==> src/rtl/note_highway_if.sv <==
// Play-side signal bundle of the note highway: song/config/buttons in, display and scoring out.
// The parameters must match those of the note_highway instance the bundle is connected to.
interface note_highway_if #(
    parameter int LANES    = 2,
    parameter int SONG_LEN = 32,
    parameter int DISP_LEN = 8,
    parameter int SPEED_W  = 23,
    parameter int SCORE_W  = 8
);
    logic                      start;
    logic [LANES*SONG_LEN-1:0] song;
    logic [SPEED_W-1:0]        beat_period;
    logic [LANES-1:0]          buttons;
    logic [LANES*DISP_LEN-1:0] display;
    logic                      hit;
    logic                      miss;
    logic [SCORE_W-1:0]        streak;
    logic [SCORE_W-1:0]        score;
    logic [SCORE_W-1:0]        num_hits;
    logic [SCORE_W-1:0]        num_misses;
    logic                      done;

    modport master (
        output start, song, beat_period, buttons,
        input  display, hit, miss, streak, score, num_hits, num_misses, done
    );

    modport slave (
        input  start, song, beat_period, buttons,
        output display, hit, miss, streak, score, num_hits, num_misses, done
    );
endinterface

==> src/rtl/note_highway.sv <==
// Rhythm-game note highway: scrolls a latched song through LANES lanes toward the slot-0
// hit zone at a programmable beat and judges synchronised button presses into saturating counters.
module note_highway #(
    parameter int LANES    = 2,
    parameter int SONG_LEN = 32,
    parameter int DISP_LEN = 8,
    parameter int SPEED_W  = 23,
    parameter int SCORE_W  = 8
) (
    input  logic          hwclk,
    input  logic          reset,
    note_highway_if.slave bus
);
    localparam int TICKS = SONG_LEN + DISP_LEN;
    localparam int PTR_W = $clog2(TICKS + 1);
    localparam int CNT_W = $clog2(2 * LANES + 1);
    localparam int SUM_W = SCORE_W + CNT_W + 3;
    localparam logic [SCORE_W-1:0] SAT      = '1;
    localparam logic [PTR_W-1:0]   PTR_LAST = PTR_W'(TICKS - 1);
    localparam logic [PTR_W-1:0]   PTR_SONG = PTR_W'(SONG_LEN);

    typedef enum logic [1:0] {
        IDLE = 2'd0,
        PLAY = 2'd1,
        DONE = 2'd2
    } state_t;

    state_t                    state;
    logic [LANES*SONG_LEN-1:0] song_q;
    logic [LANES*DISP_LEN-1:0] disp;
    logic [SPEED_W-1:0]        beat_cnt;
    logic [SPEED_W-1:0]        period_q;
    logic [PTR_W-1:0]          ptr;
    logic [LANES-1:0]          sync1, sync2, sync_d;
    logic [SCORE_W-1:0]        streak_q, score_q, hits_q, misses_q;
    logic                      hit_q, miss_q, done_q;

    logic [SPEED_W-1:0]        period_eff;
    logic                      tick, last_tick;
    logic [LANES-1:0]          slot0, press, lane_hit, press_miss, shift_miss;
    logic [LANES*DISP_LEN-1:0] disp_nxt;
    logic [CNT_W-1:0]          h_cnt, m_cnt;
    logic [SUM_W-1:0]          streak_w;
    logic [2:0]                mult;
    int                        ptr_idx;
    logic [SCORE_W-1:0]        streak_nxt, score_nxt, hits_nxt, misses_nxt;

    function automatic logic [SCORE_W-1:0] sat_add(input logic [SCORE_W-1:0] a,
                                                    input logic [SUM_W-1:0]   b);
        logic [SUM_W-1:0] s;
        s = SUM_W'(a) + b;
        return (s > SUM_W'(SAT)) ? SAT : s[SCORE_W-1:0];
    endfunction

    // NOTE: every signal assigned in always_comb gets a default first, so no path can infer a latch.
    always_comb begin
        period_eff = (bus.beat_period == '0) ? SPEED_W'(1) : bus.beat_period;
        tick       = (state == PLAY) && (beat_cnt == period_q - SPEED_W'(1));
        last_tick  = tick && (ptr == PTR_LAST);
        ptr_idx    = (ptr < PTR_SONG) ? int'(ptr) : 0;
        slot0      = '0;
        for (int l = 0; l < LANES; l++) begin
            slot0[l] = disp[l*DISP_LEN];
        end
        press      = sync2 & ~sync_d & {LANES{state == PLAY}};
        lane_hit   = press & slot0;
        press_miss = press & ~slot0;
        // A note hit on a tick cycle is already gone, so it cannot also scroll out as a miss.
        shift_miss = tick ? (slot0 & ~lane_hit) : '0;
    end

    always_comb begin
        disp_nxt = disp;
        for (int l = 0; l < LANES; l++) begin
            if (tick) begin
                for (int s = 0; s < DISP_LEN - 1; s++) begin
                    disp_nxt[l*DISP_LEN+s] = disp[l*DISP_LEN+s+1];
                end
                disp_nxt[l*DISP_LEN+DISP_LEN-1] =
                    (ptr < PTR_SONG) ? song_q[l*SONG_LEN+ptr_idx] : 1'b0;
            end else if (lane_hit[l]) begin
                disp_nxt[l*DISP_LEN] = 1'b0;
            end
        end
    end

    always_comb begin
        h_cnt = '0;
        m_cnt = '0;
        for (int l = 0; l < LANES; l++) begin
            h_cnt = h_cnt + CNT_W'(lane_hit[l]);
            m_cnt = m_cnt + CNT_W'(press_miss[l]) + CNT_W'(shift_miss[l]);
        end
        // Multiplier uses the streak as it stood before this cycle's judgement.
        streak_w   = SUM_W'(streak_q);
        mult       = (streak_w >= SUM_W'(12)) ? 3'd4 : 3'(streak_w >> 2) + 3'd1;
        score_nxt  = sat_add(score_q, SUM_W'(h_cnt) * SUM_W'(mult));
        hits_nxt   = sat_add(hits_q, SUM_W'(h_cnt));
        misses_nxt = sat_add(misses_q, SUM_W'(m_cnt));
        streak_nxt = (m_cnt != '0) ? '0 : sat_add(streak_q, SUM_W'(h_cnt));
    end

    // NOTE: sequential state uses non-blocking assignments so every flop samples pre-edge values.
    always_ff @(posedge hwclk or posedge reset) begin
        if (reset) begin
            state    <= IDLE;
            // NOTE: the song store is reset like any other register; it is flops, not a RAM macro.
            song_q   <= '0;
            disp     <= '0;
            beat_cnt <= '0;
            period_q <= '0;
            ptr      <= '0;
            sync1    <= '0;
            sync2    <= '0;
            sync_d   <= '0;
            streak_q <= '0;
            score_q  <= '0;
            hits_q   <= '0;
            misses_q <= '0;
            hit_q    <= 1'b0;
            miss_q   <= 1'b0;
            done_q   <= 1'b0;
        end else begin
            sync1  <= bus.buttons;
            sync2  <= sync1;
            sync_d <= sync2;
            hit_q  <= 1'b0;
            miss_q <= 1'b0;
            done_q <= 1'b0;
            case (state)
                IDLE, DONE: begin
                    if (bus.start) begin
                        state    <= PLAY;
                        song_q   <= bus.song;
                        disp     <= '0;
                        beat_cnt <= '0;
                        period_q <= period_eff;
                        ptr      <= '0;
                        streak_q <= '0;
                        score_q  <= '0;
                        hits_q   <= '0;
                        misses_q <= '0;
                    end
                end
                PLAY: begin
                    disp     <= disp_nxt;
                    streak_q <= streak_nxt;
                    score_q  <= score_nxt;
                    hits_q   <= hits_nxt;
                    misses_q <= misses_nxt;
                    hit_q    <= (h_cnt != '0);
                    miss_q   <= (m_cnt != '0);
                    if (tick) begin
                        // New beat_period is picked up only at the wrap.
                        beat_cnt <= '0;
                        period_q <= period_eff;
                        ptr      <= ptr + PTR_W'(1);
                        if (last_tick) begin
                            state  <= DONE;
                            done_q <= 1'b1;
                        end
                    end else begin
                        beat_cnt <= beat_cnt + SPEED_W'(1);
                    end
                end
                default: state <= IDLE;
            endcase
        end
    end

    assign bus.display    = disp;
    assign bus.hit        = hit_q;
    assign bus.miss       = miss_q;
    assign bus.streak     = streak_q;
    assign bus.score      = score_q;
    assign bus.num_hits   = hits_q;
    assign bus.num_misses = misses_q;
    assign bus.done       = done_q;
endmodule

==> src/flat_wrapper.sv <==
// flat-port wrapper written by rule: the top's interface ports become plain ports
module note_highway_flat 
#(
    parameter int LANES    = 2,
    parameter int SONG_LEN = 32,
    parameter int DISP_LEN = 8,
    parameter int SPEED_W  = 23,
    parameter int SCORE_W  = 8
)
  (hwclk, reset, bus_start, bus_song, bus_beat_period, bus_buttons, bus_display, bus_hit, bus_miss, bus_streak, bus_score, bus_num_hits, bus_num_misses, bus_done);
  note_highway_if #(.LANES(LANES), .SONG_LEN(SONG_LEN), .DISP_LEN(DISP_LEN), .SPEED_W(SPEED_W), .SCORE_W(SCORE_W)) bus_i ();
  input  logic hwclk;
  input  logic reset;
  input wire logic [$bits(bus_i.start)-1:0] bus_start;
  input wire logic [$bits(bus_i.song)-1:0] bus_song;
  input wire logic [$bits(bus_i.beat_period)-1:0] bus_beat_period;
  input wire logic [$bits(bus_i.buttons)-1:0] bus_buttons;
  output wire logic [$bits(bus_i.display)-1:0] bus_display;
  output wire logic [$bits(bus_i.hit)-1:0] bus_hit;
  output wire logic [$bits(bus_i.miss)-1:0] bus_miss;
  output wire logic [$bits(bus_i.streak)-1:0] bus_streak;
  output wire logic [$bits(bus_i.score)-1:0] bus_score;
  output wire logic [$bits(bus_i.num_hits)-1:0] bus_num_hits;
  output wire logic [$bits(bus_i.num_misses)-1:0] bus_num_misses;
  output wire logic [$bits(bus_i.done)-1:0] bus_done;
  assign bus_i.start = bus_start;
  assign bus_i.song = bus_song;
  assign bus_i.beat_period = bus_beat_period;
  assign bus_i.buttons = bus_buttons;
  assign bus_display = bus_i.display;
  assign bus_hit = bus_i.hit;
  assign bus_miss = bus_i.miss;
  assign bus_streak = bus_i.streak;
  assign bus_score = bus_i.score;
  assign bus_num_hits = bus_i.num_hits;
  assign bus_num_misses = bus_i.num_misses;
  assign bus_done = bus_i.done;
  note_highway #(.LANES(LANES), .SONG_LEN(SONG_LEN), .DISP_LEN(DISP_LEN), .SPEED_W(SPEED_W), .SCORE_W(SCORE_W)) u_core (.hwclk(hwclk), .reset(reset), .bus(bus_i));
endmodule
==> config.mk <==
export PLATFORM = sky130hd
export DESIGN_NAME = note_highway_flat
export DESIGN_NICKNAME = d
export VERILOG_FILES = /design/src/rtl/note_highway_if.sv /design/src/rtl/note_highway.sv /design/src/flat_wrapper.sv
export SDC_FILE = /design/constraint.sdc
export NUM_CORES = 1
export LEC_CHECK = 0
export ABC_AREA = 1
export CELL_PAD_IN_SITES_DETAIL_PLACEMENT = 1
export CELL_PAD_IN_SITES_GLOBAL_PLACEMENT = 2
export CORE_MARGIN = 2
export CORE_UTILIZATION = 25
export DETAILED_ROUTE_END_ITERATION = 7
export HOLD_SLACK_MARGIN = 0.02
export PLACE_DENSITY_LB_ADDON = 0.08
export SLEW_MARGIN = 20
export SYNTH_ARGS = -nofsm -noshare
export SYNTH_HDL_FRONTEND = slang
export SYNTH_SLANG_ARGS = --single-unit
==> constraint.sdc <==
create_clock -name hwclk -period 14 [get_ports hwclk]
set_input_delay 1.4 -clock hwclk [delete_from_list [all_inputs] [get_ports hwclk]]
set_output_delay 1.4 -clock hwclk [all_outputs]
set_load 0.01 [all_outputs]
==> run summary, run 1 <==
Diodes inserted - 0
root buffer cell - clkbuf_16
Setup Slack @ Placement - 8860 ps
FMAX - 197 MHz
maximum vdd drop - 73.1 uV
final WL - 34.6 mm
dpl hpwl - 25.5 mm
Min-Delay Path Class - flop to flop
register share of total power - 40.4%
CTS Hold Bufs - 0
Mapped Cells - 1402
Int Pwr - 1.19 mW
commonest non-fill, non-tap cells in the layout - nand2_1 (462), dfrtp_1 (175), nand3_1 (163), clkdlybuf4s50_1 (142), inv_1 (133)
layout overhead on the synthesized area - 24.4%
period utilization - 36.3%
final-report hold violation count - 0
P_leak - 6.04 nW
fin. max-slew vios - 0
final hold slack - 355 ps
largest area contributor in the netlist - dfrtp_1
drt first-iter violations - 430
NetSw - 835 uW
Synth top area share - 42.7%
vias per inst - 4.57
Syn Nets - 1522
final antenna-violating net count - 0
power per cell area - 158 nW/um2
DP Cell Count - 2031
commonest non-fill, non-tap cell in the layout - nand2_1
Vias - 9422
top cells by area, synth - dfrtp_1 (43%), nand2_1 (17%), nand3_1 (7.9%)
die area - 42700 um2
Critical Path Most Common Cell - nand2_1
Post-CTS Setup Repair Bufs - 0
buffers and inverters on the worst path - 5
PostCTS Resize Cnt - 0
Power, Total - 2.02 mW
I/O Buffers - 142
final RePlAce weighted congestion - 0.779
layout cell share with drive strength beyond 1 - 5.23%
Rel. slew slack - 44.1%
IO Pins - 143
setup violators final - 0
first-pass GRT wire length - 55.0 mm
combinational power share - 36.0%
combined area of all synthesized cells - 10300 um2
Syn Area/Cell - 7.32 um2
final core utilization - 31.4%
setup TNS - 0 ps
Synth warnings - 0
setup ws final - 8920 ps
crit path max fanout - 50
Worst-path clk slew - 70 ps
Initial Util - 25.3%
slowest stage cell on the critical path - nand3_4
Final min period - 5080 ps
Req. time, crit path - 14370 ps
worst setup path class - flop to flop
final non-filler cell area - 12800 um2
status - finished clean
worst skew pair latency - 450 ps
Max Cap Viol - 0
CTS Sinks - 175
gr usage total - 16.8%
Sw Share - 41.3%
Crit path max-delay family - simple AND/OR/NAND/NOR gates
Layout Nets - 1638
non-filler cells, final - 2063
RSZ-0062 raised after global routing - no
Fillers - 4949
H-tree levels - 4
WL/cell - 16.8 um
Core Region - 40600 um2
Startpoint Class - flop
Bufs on Longest Clock Path - 2
Cell variety after synth - 40
CP Data Arrival Time - 5450 ps
Critical Path End Type - flop
die width - 207 um
synthesis-stage register bit count - 175
CTS Buf Count - 17
vias in the first global route - 9684
Die Y - 207 um
Seq/Total Area, Yosys - 42.7%
CTS tree - yes
Overflow after GRT - 0
pin count of the biggest net entering global routing - 102
worst slew pin tran - 839 ps
Setup Skew - 10.4 ps
Critical Path Max Stage Delay - 500 ps
Initial DRT Pass Iterations - 5
number of core rows - 74
Clk pwr share - 23.6%
initial antenna violation count - 1
drc violations - 0
dpl cell area - 12200 um2
registers in the layout, summed over array words and instances (netlist names):
name	count
u_core.song_q	64
u_core.beat_cnt	23
u_core.period_q	23
u_core.bus.display	16
u_core.bus.num_hits	8
u_core.bus.num_misses	8
u_core.bus.score	8
u_core.bus.streak	8
u_core.ptr	6
u_core.state	2
u_core.sync1	2
u_core.sync2	2
u_core.sync_d	2
u_core.bus.done	1
u_core.bus.hit	1
u_core.bus.miss	1
metal layers:
| metal | part of all wire, % | global-route usage [%] |
|---|---|---|
| met5 | 0.046 | 0 |
| met3 | 2.6 | 2.76 |
| met4 | 1.0 | 3.62 |
| met2 | 49 | 28.1 |
| met1 | 48 | 22.8 |
kinds of logic (layout without fill, tap and decap cells):
family | Yosys count | in the layout | synth area share (%)
simple gates | 806 | 806 | 34.1
fa+ha+maj | 28 | 28 | 3.92
flops | 175 | 175 | 42.7
compound gates | 150 | 150 | 7.69
buf+inv | 195 | 324 | 7.50
xor+xnor | 48 | 48 | 4.10
final timing paths:
kind | start | endpoint | slack, ps | cells after the start
setup / recovery | u_core.period_q[0] | u_core.bus.num_misses[3] | 8920 | 28
hold / removal | u_core.sync1[1] | u_core.sync2[1] | 350 | 0
setup reg to reg | u_core.period_q[0] | u_core.bus.num_misses[3] | 8920 | 28
hold reg to reg | u_core.sync1[1] | u_core.sync2[1] | 350 | 0
max in group asynchronous | reset | u_core.beat_cnt[20] | 11270 | 3
min in group asynchronous | reset | u_core.song_q[5] | 1490 | 2
synthesized netlist by cell type (all sizes together):
cell type / instances
nand2: 468
o311ai: 2
nor4: 7
fa: 7
nand3: 171
clkbuf: 36
inv: 141
nor2: 114
o32ai: 1
and2: 1
o21bai: 2
o221ai: 1
buf: 18
xnor2: 18
ha: 21
a21o: 1
nand4: 19
a22o: 1
xor2: 30
nand3b: 4
and3: 1
o22ai: 8
dfrtp: 175
o21ai: 89
nor3: 21
a21oi: 43
a31oi: 2
layout make-up:
class	count	area (um2)	area share [%]
Clock buffer	18	439	3.44
Clock inverter	14	129	1.01
Inverter	141	537	4.20
Multi-Input combinational cell	1032	5130	40.2
Sequential cell	175	4380	34.3
Tap cell	532	666	5.21
Timing Repair Buffer	151	1490	11.7
power groups by stage:
stage                     clock network (mW)  registers, mW  logic, mW
after detailed placement                   0          0.832      0.743
after floorplan                            0          0.783      0.484
after global routing                   0.514          0.848      0.840
after CTS                              0.497          0.824      0.747
final                                  0.477          0.819      0.728
after global placement                     0          0.831      0.735
Note: power is estimated with default switching activity, not from simulation.
==> run 2: changes to the inputs <==
- clock period: 14 -> 4.3 ns (I/O delays scaled with it)
==> run summary, run 2 (synthesis gave the netlist of run 1 again) <==
setup TNS - 0 ps (unchanged)
setup ws final - 126 ps (was 8920 ps)
Startpoint Class - flop (unchanged)
Final min period - 4170 ps (was 5080 ps)
footprint of the multi-input gates - 5250 um2 (was 5130 um2)
pin count of the biggest net entering global routing - 176 (was 102)
worst setup path class - flop to flop (unchanged)
Req. time, crit path - 4620 ps (was 14370 ps)
drt first-iter violations - 329 (was 430)
Largest Register - u_core.song_q (unchanged)
Setup Slack @ Placement - -175 ps (was 8860 ps)
period utilization - 97.1% (was 36.3%)
worst slew pin tran - 952 ps (was 839 ps)
non-filler cells, final - 2104 (was 2063)
Initial DRT Pass Iterations - 4 (was 5)
IO Pins - 143 (unchanged)
H-tree levels - 4 (unchanged)
CTS tree - yes (unchanged)
register area - 4380 um2 (about the same)
status - finished clean (unchanged)
power per cell area - 517 nW/um2 (was 158 nW/um2)
RSZ-0062 raised after global routing - yes (was no)
gr usage total - 17.2% (was 16.8%)
Vias - 9609 (was 9422)
layout cell share with drive strength beyond 1 - 9.61% (was 5.23%)
Worst-path clk slew - 80 ps (was 70 ps)
Overflow after GRT - 0 (unchanged)
Layout Nets - 1678 (was 1638)
vias in the first global route - 10164 (was 9684)
WL/cell - 16.7 um (was 16.8 um)
Setup Skew - 17.3 ps (was 10.4 ps)
commonest non-fill, non-tap cell in the layout - nand2_1 (unchanged)
Initial Util - 25.3% (unchanged)
vias per inst - 4.57 (about the same)
number of core rows - 74 (unchanged)
Max Cap Viol - 0 (unchanged)
layout overhead on the synthesized area - 28.9% (was 24.4%)
maximum vdd drop - 263 uV (was 73.1 uV)
setup violators final - 0 (unchanged)
crit path max fanout - 3 (was 50)
fin. max-slew vios - 0 (unchanged)
Rel. slew slack - 36.5% (was 44.1%)
dpl cell area - 12400 um2 (was 12200 um2)
Die Y - 207 um (unchanged)
Min-Delay Path Class - flop to flop (unchanged)
Bufs on Longest Clock Path - 2 (unchanged)
final core utilization - 32.6% (was 31.4%)
final-report hold violation count - 0 (unchanged)
final WL - 35.2 mm (was 34.6 mm)
I/O Buffers - 142 (unchanged)
final antenna-violating net count - 0 (unchanged)
CTS Sinks - 175 (unchanged)
Fillers - 4892 (was 4949)
final non-filler cell area - 13200 um2 (was 12800 um2)
CTS Hold Bufs - 0 (unchanged)
worst skew pair latency - 450 ps (about the same)
Critical Path End Type - flop (unchanged)
drc violations - 0 (unchanged)
Power, Total - 6.85 mW (was 2.02 mW)
P_leak - 6.24 nW (was 6.04 nW)
initial antenna violation count - 3 (was 1)
commonest non-fill, non-tap cells in the layout - nand2_1 (457), dfrtp_1 (172), nand3_1 (163), clkdlybuf4s50_1 (142), inv_1 (127) (was nand2_1 (462), dfrtp_1 (175), nand3_1 (163), clkdlybuf4s50_1 (142), inv_1 (133))
CP Data Arrival Time - 4490 ps (was 5450 ps)
final hold slack - 365 ps (was 355 ps)
Core Region - 40600 um2 (unchanged)
die width - 207 um (unchanged)
root buffer cell - clkbuf_16 (unchanged)
first-pass GRT wire length - 56.6 mm (was 55.0 mm)
dpl hpwl - 25.9 mm (was 25.5 mm)
FMAX - 240 MHz (was 197 MHz)
final RePlAce weighted congestion - 0.764 (was 0.779)
die area - 42700 um2 (unchanged)
CTS Buf Count - 17 (unchanged)
largest registers - u_core.song_q: 64 flops, u_core.beat_cnt: 23 flops, u_core.period_q: 23 flops (unchanged)
max reg flops - 64 (unchanged)
DP Cell Count - 2057 (was 2031)
run 2: cell types whose count changed in the layout (fill, tap and decap cells not counted), sizes merged:
cell,previous run,this run
buf,9,49
bufinv,0,1
clkbuf,18,19
clkinvlp,3,4
diode,0,1
inv,147,144
run 2: final timing paths:
check	startpoint	end	slack, ps	cells after the start
hold reg to reg	u_core.sync1[0]	u_core.sync2[0]	370	0
min in group asynchronous	reset	u_core.bus.display[11]	420	3
setup / recovery	u_core.period_q[0]	u_core.bus.num_misses[6]	130	26
max in group asynchronous	reset	u_core.period_q[8]	2910	4
hold / removal	u_core.sync1[0]	u_core.sync2[0]	370	0
setup reg to reg	u_core.period_q[0]	u_core.bus.num_misses[6]	130	26
run 2: what timing repair did:
| item | in CTS | in global routing |
|---|---|---|
| endpoints found under the setup margin | 7 | 9 |
| buffers inserted | 0 | 13 |
| resized for setup | 12 | 36 |
| pin swaps | 0 | 23 |
| hold endpoints to repair | 0 | 0 |
run 2: critical path, cell delays in order (launching register included):
cell and delay (ps):
dfrtp_1 390, inv_2 80, ha_4 200, nand2_2 70
inv_2 40, nor2_4 110, nand2_2 60, nor2_1 110
nand2_1 70, nor2_2 140, nand3_1 110, nor2_2 130
nand2_2 80, nor2_4 140, nand3_4 90, nor3_2 190
ha_1 260, fa_2 580, ha_4 160, fa_2 230
nand2_2 60, a21oi_2 160, inv_2 60, nor2_4 130
inv_2 70, o311ai_1 220, o21ai_1 100
run 2: cell type report:
type,count,area share (%)
clock inverters,13,1.00
well taps,532,5.03
inverters,141,4.03
repair buffers,191,13.8
diodes,1,0.0189
clock buffers,19,3.35
flip-flops and latches,175,33.1
multi-input cells,1032,39.7
run 2: report_power, final:
group / leakage, nW / switching, mW / total, mW / internal (mW)
clock network: 0.276 / 0.752 / 1.58 / 0.827
registers: 2.23 / 0.522 / 2.65 / 2.13
logic: 3.74 / 1.49 / 2.62 / 1.13
total: 6.24 / 2.77 / 6.85 / 4.08
run 2: metal layers:
layer	GRT usage, %	routed length, um	up-vias
li1	-	-	4807
met1	23.0	16400	4674
met2	28.8	17300	101
met3	3.16	1000	25
met4	4.08	475	2
met5	0	7	-
==> run 3: changes to the inputs <==
- CORE_ASPECT_RATIO: default -> 0.6
==> run summary, run 3 (synthesis gave the netlist of run 1 again) <==
status - finished clean (unchanged)
Fillers - 4877 (was 4892)
setup TNS - 0 ps (unchanged)
vias per inst - 4.64 (was 4.57)
commonest non-fill, non-tap cell in the layout - nand2_1 (unchanged)
Die Y - 161 um (was 207 um)
setup ws final - 178 ps (was 126 ps)
Overflow after GRT - 0 (unchanged)
Largest Register - u_core.song_q (unchanged)
buffers and inverters on the worst path - 2 (was 4)
Crit path max-delay family - simple AND/OR/NAND/NOR gates (unchanged)
commonest non-fill, non-tap cells in the layout - nand2_1 (451), dfrtp_1 (168), nand3_1 (158), clkdlybuf4s50_1 (142), inv_1 (125) (was nand2_1 (457), dfrtp_1 (172), nand3_1 (163), clkdlybuf4s50_1 (142), inv_1 (127))
die area - 42800 um2 (was 42700 um2)
Max Cap Viol - 0 (unchanged)
crit-path cells - nor2_4 > nand2_8 > nor2_4 > buf_4 > nand2_1 > nand3_1 > nand2_1 > and2_1 > nand3_1 > nor2_4 > nand3_4 > nor3_4 > ha_4 > fa_2 > ha_4 > fa_2 > nand2_2 > a21oi_2 > inv_2 > nor2_4 > o311ai_0 > o21ai_0
CTS Buf Count - 17 (unchanged)
Worst-path clk slew - 80 ps (about the same)
first-pass GRT wire length - 58.4 mm (was 56.6 mm)
drc violations - 0 (unchanged)
WL/cell - 17.7 um (was 16.7 um)
crit path max fanout - 6 (was 3)
register area - 4390 um2 (was 4380 um2)
I/O Buffers - 142 (unchanged)
worst skew pair latency - 450 ps (about the same)
fin. max-slew vios - 0 (unchanged)
largest registers - u_core.song_q: 64 flops, u_core.beat_cnt: 23 flops, u_core.period_q: 23 flops (unchanged)
final WL - 37.6 mm (was 35.2 mm)
CTS Hold Bufs - 0 (unchanged)
vias in the first global route - 9820 (was 10164)
H-tree levels - 4 (unchanged)
setup violators final - 0 (unchanged)
maximum vdd drop - 163 uV (was 263 uV)
Core Region - 40500 um2 (was 40600 um2)
Final min period - 4120 ps (was 4170 ps)
IO Pins - 143 (unchanged)
Req. time, crit path - 4620 ps (about the same)
P_leak - 6.34 nW (was 6.24 nW)
Critical Path Max Stage Delay - 460 ps (was 580 ps)
Layout Nets - 1697 (was 1678)
initial antenna violation count - 0 (was 3)
worst slew pin tran - 794 ps (was 952 ps)
root buffer cell - clkbuf_16 (unchanged)
final-report hold violation count - 0 (unchanged)
DP Cell Count - 2071 (was 2057)
Critical Path Most Common Cell - nor2_4
max reg flops - 64 (unchanged)
CP Data Arrival Time - 4440 ps (was 4490 ps)
Startpoint Class - flop (unchanged)
Initial Util - 25.3% (about the same)
slowest stage cell on the critical path - dfrtp_2 (was fa_2)
dpl hpwl - 27.7 mm (was 25.9 mm)
reg2reg path depth - 22 (was 26)
Diodes inserted - 0 (was 1)
non-filler cells, final - 2121 (was 2104)
final core utilization - 33.5% (was 32.6%)
gr usage total - 17.8% (was 17.2%)
final RePlAce weighted congestion - 0.792 (was 0.764)
Bufs on Longest Clock Path - 2 (unchanged)
Initial DRT Pass Iterations - 5 (was 4)
final antenna-violating net count - 0 (unchanged)
CTS Sinks - 175 (unchanged)
drt first-iter violations - 581 (was 329)
CTS tree - yes (unchanged)
Critical Path End Type - flop (unchanged)
footprint of the multi-input gates - 5370 um2 (was 5250 um2)
die width - 266 um (was 207 um)
final hold slack - 337 ps (was 365 ps)
RSZ-0062 raised after global routing - yes (unchanged)
period utilization - 95.9% (was 97.1%)
FMAX - 243 MHz (was 240 MHz)
pin count of the biggest net entering global routing - 100 (was 176)
Setup Skew - 12.1 ps (was 17.3 ps)
number of core rows - 57 (was 74)
power per cell area - 523 nW/um2 (was 517 nW/um2)
worst setup path class - flop to flop (unchanged)
final non-filler cell area - 13600 um2 (was 13200 um2)
Vias - 9839 (was 9609)
Power, Total - 7.09 mW (was 6.85 mW)
Min-Delay Path Class - input port to asynchronous set/reset pin (was flop to flop)
layout cell share with drive strength beyond 1 - 12.3% (was 9.61%)
dpl cell area - 12600 um2 (was 12400 um2)
critical path depth - 22 (was 26)
Rel. slew slack - 47.1% (was 36.5%)
Setup Slack @ Placement - -176 ps (was -175 ps)
layout overhead on the synthesized area - 32.0% (was 28.9%)
[run 3: routing by layer]
metal	vias up	GRT usage, %	routed length [um]
li1	4857	-	-
met1	4836	28.8	21000
met2	131	24.2	15100
met3	15	3.24	1240
met4	0	2.60	243
met5	-	0	0
[run 3: what timing repair did]
action | 4_1_cts | 5_1_grt
gates resized for setup | 11 | 68
buffers inserted | 0 | 18
pin swaps | 1 | 34
gates cloned | 0 | 0
setup endpoints to repair | 8 | 9
[run 3: final timing paths]
kind,from,to,slack [ps]
max in group asynchronous,reset,u_core.song_q[63],3000
setup / recovery,u_core.period_q[3],u_core.bus.num_misses[7],180
hold / removal,reset,u_core.bus.num_hits[5],340
setup reg to reg,u_core.period_q[3],u_core.bus.num_misses[7],180
min in group hwclk,u_core.sync1[0],u_core.sync2[0],360
hold reg to reg,u_core.sync1[0],u_core.sync2[0],360
[run 3: report_power, final]
group / switching, mW / total (mW) / internal (mW) / leakage (nW)
Clock: 0.834 / 1.62 / 0.786 / 0.289
Combinational: 1.59 / 2.82 / 1.22 / 3.83
Sequential: 0.529 / 2.66 / 2.13 / 2.23
[run 3: final cells by class]
class	instances	area share, %
sequential	175	32.4
tap	531	4.90
clock inverter	15	1.27
timing repair buffer	210	14.7
clock buffer	17	3.14
multi-input combinational	1032	39.7
inverter	141	3.93
[run 3: worst register-to-register path: stages, from the launching register on]
cell	delay (ps)
dfrtp_2	460
nor2_4	190
nand2_8	80
nor2_4	250
buf_4	170
nand2_1	60
nand3_1	70
nand2_1	150
and2_1	200
nand3_1	140
nor2_4	60
nand3_4	100
nor3_4	60
ha_4	280
fa_2	460
ha_4	190
fa_2	360
nand2_2	70
a21oi_2	60
inv_2	70
nor2_4	40
o311ai_0	320
o21ai_0	140
